**src/rtl/tl_tlp_tx.sv**
```systemverilog
// tl_tlp_tx: drains the TL header/payload FIFO pair and reframes each TLP
// as a registered valid/ready beat stream (header beat, then payload beats)
// toward the DLL transmit side.
module tl_tlp_tx #(
    parameter int DATA_WIDTH = 256,
    parameter int HDR_WIDTH  = 128
) (
    input  logic                  clk,
    input  logic                  rst_n,
    input  logic                  hdr_empty_i,
    output logic                  hdr_rden_o,
    input  logic [HDR_WIDTH-1:0]  hdr_rdata_i,
    input  logic                  pld_empty_i,
    output logic                  pld_rden_o,
    input  logic [DATA_WIDTH-1:0] pld_rdata_i,
    output logic                  tx_valid_o,
    input  logic                  tx_ready_i,
    output logic [DATA_WIDTH-1:0] tx_data_o,
    output logic                  tx_sop_o,
    output logic                  tx_eop_o,
    output logic [31:0]           tlp_cnt_o
);
    localparam int          DW_PER_BEAT = DATA_WIDTH / 32;
    localparam int          BEAT_SHIFT  = $clog2(DW_PER_BEAT);
    localparam logic [10:0] BEAT_ROUND  = 11'(DW_PER_BEAT - 1);

    typedef enum logic {S_IDLE, S_PAYLOAD} state_t;

    state_t                 state_q, state_d;
    logic [10:0]            rem_q, rem_d;
    logic                   tx_valid_q, tx_valid_d;
    logic [DATA_WIDTH-1:0]  tx_data_q, tx_data_d;
    logic                   tx_sop_q, tx_sop_d;
    logic                   tx_eop_q, tx_eop_d;
    logic [31:0]            tlp_cnt_q, tlp_cnt_d;

    logic        ld;
    logic        hdr_load, pld_load;
    logic        has_data;
    logic [10:0] len_dw;
    logic [10:0] beats;

    // Output register may take a new beat when empty or being drained this cycle.
    assign ld       = ~tx_valid_q | tx_ready_i;
    assign has_data = hdr_rdata_i[30];
    // A zero length field encodes the 1024 DW maximum.
    assign len_dw   = {(hdr_rdata_i[9:0] == 10'd0), hdr_rdata_i[9:0]};
    assign beats    = (len_dw + BEAT_ROUND) >> BEAT_SHIFT;

    // State register.
    always_ff @(posedge clk) begin
        if (!rst_n) state_q <= S_IDLE;
        else        state_q <= state_d;
    end

    // Next state: header with data opens a payload phase, last payload beat closes it.
    always_comb begin
        state_d = state_q;
        case (state_q)
            S_IDLE:    if (hdr_load && has_data)        state_d = S_PAYLOAD;
            S_PAYLOAD: if (pld_load && rem_q == 11'd1)  state_d = S_IDLE;
            default:                                    state_d = S_IDLE;
        endcase
    end

    // FSM outputs: FIFO pops, gated by reset so nothing is consumed while in reset.
    always_comb begin
        hdr_load = 1'b0;
        pld_load = 1'b0;
        case (state_q)
            S_IDLE:    hdr_load = rst_n & ld & ~hdr_empty_i;
            S_PAYLOAD: pld_load = rst_n & ld & ~pld_empty_i;
            default:   ;
        endcase
    end

    assign hdr_rden_o = hdr_load;
    assign pld_rden_o = pld_load;

    // Beat datapath: load header or payload beat, or bubble when nothing is ready.
    always_comb begin
        tx_valid_d = tx_valid_q;
        tx_data_d  = tx_data_q;
        tx_sop_d   = tx_sop_q;
        tx_eop_d   = tx_eop_q;
        rem_d      = rem_q;
        if (ld) begin
            if (hdr_load) begin
                tx_valid_d = 1'b1;
                tx_data_d  = DATA_WIDTH'(hdr_rdata_i);
                tx_sop_d   = 1'b1;
                tx_eop_d   = ~has_data;
                rem_d      = beats;
            end else if (pld_load) begin
                tx_valid_d = 1'b1;
                tx_data_d  = pld_rdata_i;
                tx_sop_d   = 1'b0;
                tx_eop_d   = (rem_q == 11'd1);
                rem_d      = rem_q - 11'd1;
            end else begin
                // Data is left as-is; only valid drops.
                tx_valid_d = 1'b0;
            end
        end
    end

    // Completed-TLP counter, free-running with natural wrap.
    always_comb begin
        tlp_cnt_d = tlp_cnt_q;
        if (tx_valid_q && tx_ready_i && tx_eop_q) tlp_cnt_d = tlp_cnt_q + 32'd1;
    end

    // Datapath registers; reset drops any partially sent TLP.
    always_ff @(posedge clk) begin
        if (!rst_n) begin
            tx_valid_q <= 1'b0;
            tx_data_q  <= '0;
            tx_sop_q   <= 1'b0;
            tx_eop_q   <= 1'b0;
            rem_q      <= '0;
            tlp_cnt_q  <= '0;
        end else begin
            tx_valid_q <= tx_valid_d;
            tx_data_q  <= tx_data_d;
            tx_sop_q   <= tx_sop_d;
            tx_eop_q   <= tx_eop_d;
            rem_q      <= rem_d;
            tlp_cnt_q  <= tlp_cnt_d;
        end
    end

    assign tx_valid_o = tx_valid_q;
    assign tx_data_o  = tx_data_q;
    assign tx_sop_o   = tx_sop_q;
    assign tx_eop_o   = tx_eop_q;
    assign tlp_cnt_o  = tlp_cnt_q;

endmodule

```
**config.mk**
```make
export PLATFORM = sky130hd
export DESIGN_NAME = tl_tlp_tx
export DESIGN_NICKNAME = d
export VERILOG_FILES = /design/src/rtl/tl_tlp_tx.sv
export SDC_FILE = /design/constraint.sdc
export NUM_CORES = 1
export LEC_CHECK = 0
export ABC_AREA = 1
export ABC_CLOCK_PERIOD_IN_PS = 2350
export CORE_AREA = 2 2 267 269
export CTS_CLUSTER_DIAMETER = 80
export DETAILED_ROUTE_END_ITERATION = 10
export DIE_AREA = 0 0 269 271
export DONT_BUFFER_PORTS = 1
export GPL_TIMING_DRIVEN = 0
export HOLD_SLACK_MARGIN = 0.03
export SYNTH_ARGS = -nofsm -noshare
export SYNTH_HDL_FRONTEND = slang
export SYNTH_SLANG_ARGS = --single-unit
```
**constraint.sdc**
```tcl
create_clock -name clk -period 2.35 [get_ports clk]
set_clock_uncertainty 0.2 [all_clocks]
set_input_delay 0.47 -clock clk [delete_from_list [all_inputs] [get_ports clk]]
set_output_delay 0.47 -clock clk [all_outputs]
set_load 0.01 [all_outputs]
```
; ---- After elaboration in Yosys (flattened, before gate mapping)
; Cells that the tools add are included.
[word_totals]
reg_bits = 303
in_bits = 389
output_inout_bits = 293
elab_cells = 42
[classes]
n_addsub = 3
n_eq_ne = 1
muxes = 15
n_bitwise = 9
n_reduce_logical = 7
[op_table]
columns = op, count
row1 = $mux 256, 2
row2 = $add 32x1->32 const B, 1
row3 = $mux 11, 2
row4 = $add 11x3->11 const B, 1
row5 = $eq 11x1->1 const B, 1
row6 = $sub 11x1->11 const B, 1
row7 = $logic_not 10->1, 1
row8 = $mux 1, 10
row9 = $not 1->1, 5
row10 = $logic_and 1x1->1, 4
row11 = $and 1x1->1, 3
row12 = $pmux 1 s2, 1
row13 = $reduce_and 2->1, 1
row14 = $reduce_bool 2->1, 1
row15 = $or 1x1->1, 1

; ---- Logic depth before layout (Yosys ltp)
[depth]
depth_word = 8
mapped_depth = 12
ltp_nobuf = 11

; ---- Worst setup path before layout
; OpenSTA, ideal clock, no wires.
[synth_path]
path_kind = input to output
startpoint = input tx_ready_i
endpoint = output hdr_rden_o
t_arrival_ns = 1.130
t_required_ns = 1.680
setup_slack_ns = 0.550
path_stages = 8
path_buffers = 2
path_cell_list = inv_1 > nand2_1 > nand2_1 > inv_2 > nand2_1 > buf_4 > inv_2 > buf_2
[synth_via]
elab_chain_len = 4
[synth_rtl]
columns = item, line_no
row1 = "start, declared", 17  ; input logic tx_ready_i,
row2 = $or 1x1->1, 44  ; assign ld = ~tx_valid_q | tx_ready_i;
row3 = $and 1x1->1 (2 in a row), 71  ; S_IDLE: hdr_load = rst_n & ld & ~hdr_empty_i;
row4 = $mux 1, 70  ; case (state_q)
row5 = "end, declared", 11  ; output logic hdr_rden_o,
; Every way passes these cells.

; ---- Worst setup path in the final report
[layout_path]
startpoint = register tx_valid_q, in the netlist tx_valid_o
endpoint = output hdr_rden_o
[layout_via]
elab_chain_len = 5
[layout_rtl]
columns = item, line_no
row1 = "start, declared", 31  ; logic tx_valid_q, tx_valid_d;
row2 = "start signal, assigned", 123  ; tx_valid_q <= tx_valid_d;
row3 = $not 1->1, 44
row4 = $or 1x1->1, 44
row5 = $and 1x1->1 (2 in a row), 71
row6 = $mux 1, 70
; Every way passes these cells.

==> impl_metrics.py <==
metrics = {
    "pwr": {
        "netSwitchingFraction_pct": 27.9,
        "power_frac_comb_pct": 13.6,
        "seq_power_share_pct": 44.6,
        "pwr-share-clk_pct": 41.9,
        "powerDensity_mw_per_mm2": 732,
        "power.leakage_nw": 7.09,
        "internal-power_mw": 9.81,
        "p_sw_mw": 3.79,
        "vdd_drop_max_mv": 0.505,
    },
    "routing": {
        "drtIter0Drc": 813,
        "postRouteAntennaNets": 0,
        "drc_errors": 0,
        "wire_per_inst_um": 22.5,
        "vias_per_cell": 4.72,
        "wirelength_um": 63700,
        "via_count": 13398,
        "firstDrtPassIters": 5,
    },
    "clock_tree": {
        "path_clk_slew_ns": 0.06,
        "cts_num_sinks": 303,
        "clock_latency_ns": 0.54,
        "root_buffer": "clkbuf_16",
        "cts_buffer_depth": 3,
        "cts_tree": "built",
        "ctsHtreeMaxLevel": 2,
        "cts-buffers-inserted": 35,
    },
    "synthesis": {
        "synth-xor-area-share_pct": 0.360,
        "post-synth-top-count-cell": "nand2_1",
        "async_flop_share_pct": 0,
        "synth_edf_count": 0,
        "avgSynthCellArea_um2": 8.45,
        "synth_area_leader_cell": "dfxtp_1",
        "synth_commonest_cells": "363 x nand2_1, 303 x dfxtp_1, 136 x o21ai_0, 128 x o221a_2, 120 x a31oi_1",
        "muxShareOfSynthArea_pct": 0,
        "yosys_warnings": 0,
        "synthSimpleGateAreaFrac_pct": 17.3,
        "synth_ff_type": "dfxtp_1",
        "yosysSeqAreaShare_pct": 49.9,
        "synthAdderAreaFrac_pct": 0.309,
        "synthTopCellsByArea": "dfxtp_1 50%, o221a_2 12%, nand2_1 11%, a31oi_1 6.2%, o21ai_0 5.6%",
        "synthesis.area_mm2": 0.0122,
        "netlist.area_leader.share_pct": 49.9,
        "yosysUniqueCellTypes": 35,
        "synth_top_family_by_area": "compound AO/OA/AOI/OAI gates",
        "syn_inst": 1438,
        "synth_compound_area_share_pct": 25.9,
        "synth_seq_cells": 303,
        "syn_nets": 1830,
    },
    "grt": {
        "grt-ovfl-total": 0,
        "grt_max_degree": 14,
        "grt_first_pass_wirelength_um": 90300,
        "grt_use_total_pct": 16.6,
        "antenna_found_initial": 9,
        "grt_pass1_vias": 13640,
    },
    "critical_path": {
        "worstPathArrival_ns": 1.56,
        "cp.required_ns": 1.68,
        "cpMaxStageDelayCell": "dfxtp_4",
        "cp_max_fo": 5,
        "cp-endpoint": "hdr_rden_o",
        "reg2reg_depth": 8,
        "path_class": "reg -> out",
        "worstReg2RegStart": "tlp_cnt_o[0]",
        "r2r_end": "tlp_cnt_o[28]",
        "cp-start-kind": "flip-flop",
        "ff2ff_setup_slack_ns": 0.18,
        "cp_cell_sequence": "nand2_2 > nand2_2 > inv_4 > nand2_4 > buf_12 > inv_8 > buf_12",
        "critPathMaxStageDelay_ns": 0.37,
        "critPathCaptureType": "output port",
        "crit_path_start": "tx_valid_o",
    },
    "layout": {
        "layout-drive-gt1-share_pct": 15.0,
        "utilization_pct": 26.6,
        "layout.nets": 2256,
        "fin_cells": 2836,
        "areaGrowthSynthToFinish_pct": 52.8,
        "final_cell_area_mm2": 0.0186,
    },
    "placement": {
        "placed_cells": 2378,
        "gp_congestion": 0.958,
        "pre_cts_ws_ns": -0.641,
        "port_buffers": 0,
        "dpl_cell_area_mm2": 0.0133,
        "dp_hpwl_um": 45200,
    },
    "floorplanning": {
        "start_util_pct": 17.4,
        "core_mm2": 0.0698,
        "rows": 97,
        "die_h_um": 271,
        "io_pins": 682,
        "die_w_um": 269,
        "fp.dieArea_mm2": 0.0729,
    },
    "timing": {
        "slew_violations": 0,
        "timing.fmax_mhz": 449,
        "setup_viol": 0,
        "worstMarginPinSlew_ns": 1.10,
        "fin_crit_ns": 2.23,
        "min_period_over_period_pct": 94.8,
        "setup_ws_ns": 0.122,
        "hold_violations": 0,
        "slew_headroom_pct": 26.8,
    },
    "outcome": {
        "status": "complete, no violations",
    },
    "hold_path": {
        "hold_start": "hdr_rdata_i[5]",
        "hold_path_class": "in -> reg",
    },
    "job": {
        "max_cap_viol_count": 0,
    },
}
## how the worst min path moves through the flow
stage | to | slack (ns) | depth (start not counted)
final | rem_q[3] | 0.08 | 4
after global routing | rem_q[7] | 0.07 | 5
after CTS | rem_q[6] | 0.03 | 4
after detailed placement | rem_q[10] | 0.26 | 2
after global placement | rem_q[10] | 0.26 | 2
after floorplan | rem_q[10] | 0.24 | 2
## final cells by class
cell class                 count  area, um^2
multi-input combinational    966        5370
fill                        7261       51200
timing repair buffer         389        3910
antenna                        8        20.0
sequential                   303        6070
tap                          940        1180
inverter                      49         198
buffer                       120         647
clock inverter                 7        93.8
clock buffer                  54        1090
## timing repair
| item | CTS | global route |
|---|---|---|
| endpoints found under the setup margin | 150 | 107 |
| pin swaps | 0 | 1 |
| setup buffers | 1 | 1 |
| gates cloned | 1 | 0 |
| hold buffers | 386 | 0 |
| hold endpoints to repair | 266 | 0 |
| gates resized for setup | 23 | 32 |
## sequential cells by signal (all words and copies together) (netlist names)
register,cells
state_q,1
tx_data_o,256
tx_eop_o,1
tx_sop_o,1
tx_valid_o,1
tlp_cnt_o,32
rem_q,11
## layer usage
metal	global-route usage, %	up-vias	routed length [um]
met5	0	-	30
met4	10.1	4	4140
met3	5.12	204	5990
met2	27.7	823	29400
met1	18.3	6368	24100
li1	-	5999	-
## cell families after synthesis
| group | count (synthesis) |
|---|---|
| AO/OA/AOI/OAI | 430 |
| XOR/XNOR | 5 |
| adder cells (fa/ha/maj) | 3 |
| buffers and inverters | 169 |
| flip-flops | 303 |
| AND/OR/NAND/NOR | 528 |
## power groups by stage
stage / clock, mW / combinational, mW / sequential, mW
floorplan: 0 / 0.841 / 5.95
global placement: 0 / 1.18 / 6.16
detailed placement: 0 / 1.20 / 6.16
CTS: 5.78 / 1.79 / 6.05
global route: 6.00 / 2.01 / 6.08
finish: 5.69 / 1.85 / 6.06
## per-stage QoR
step | total power [mW] | TNS, ns | hold WS [ns]
6_report | 13.6 | 0 | 0.0824
5_1_grt | 14.1 | -0.00466 | 0.0700
4_1_cts | 13.6 | -0.0346 | 0.0324
3_5_place_dp | 7.36 | -51.84 | 0.263
3_3_place_gp | 7.34 | -52.75 | 0.261
2_1_floorplan | 6.79 | 0 | 0.240
## cell usage in the layout (no fill, tap or decap), types with 5 or more instances in the layout
master / instances
clkbuf_16: 37
nor3_1: 12
nor2_1: 94
clkbuf_8: 10
nor3b_1: 6
o221a_2: 128
a21oi_1: 29
a31oi_1: 120
nand3_1: 38
diode_2: 8
inv_1: 45
dlygate4sd3_1: 386
nor2_2: 5
clkbuf_1: 45
buf_2: 53
buf_4: 12
nand2_1: 359
nand4_1: 5
o21ai_0: 136
xor2_1: 5
o221ai_1: 6
dfxtp_1: 302
clkbuf_2: 8
## worst max-delay path, delay by kind of cell (launching register included)
family | cells | cell delay [ns]
buf+inv | 4 | 0.44
flops | 1 | 0.37
simple gates | 3 | 0.20
Note: power is estimated with default switching activity, not from simulation.
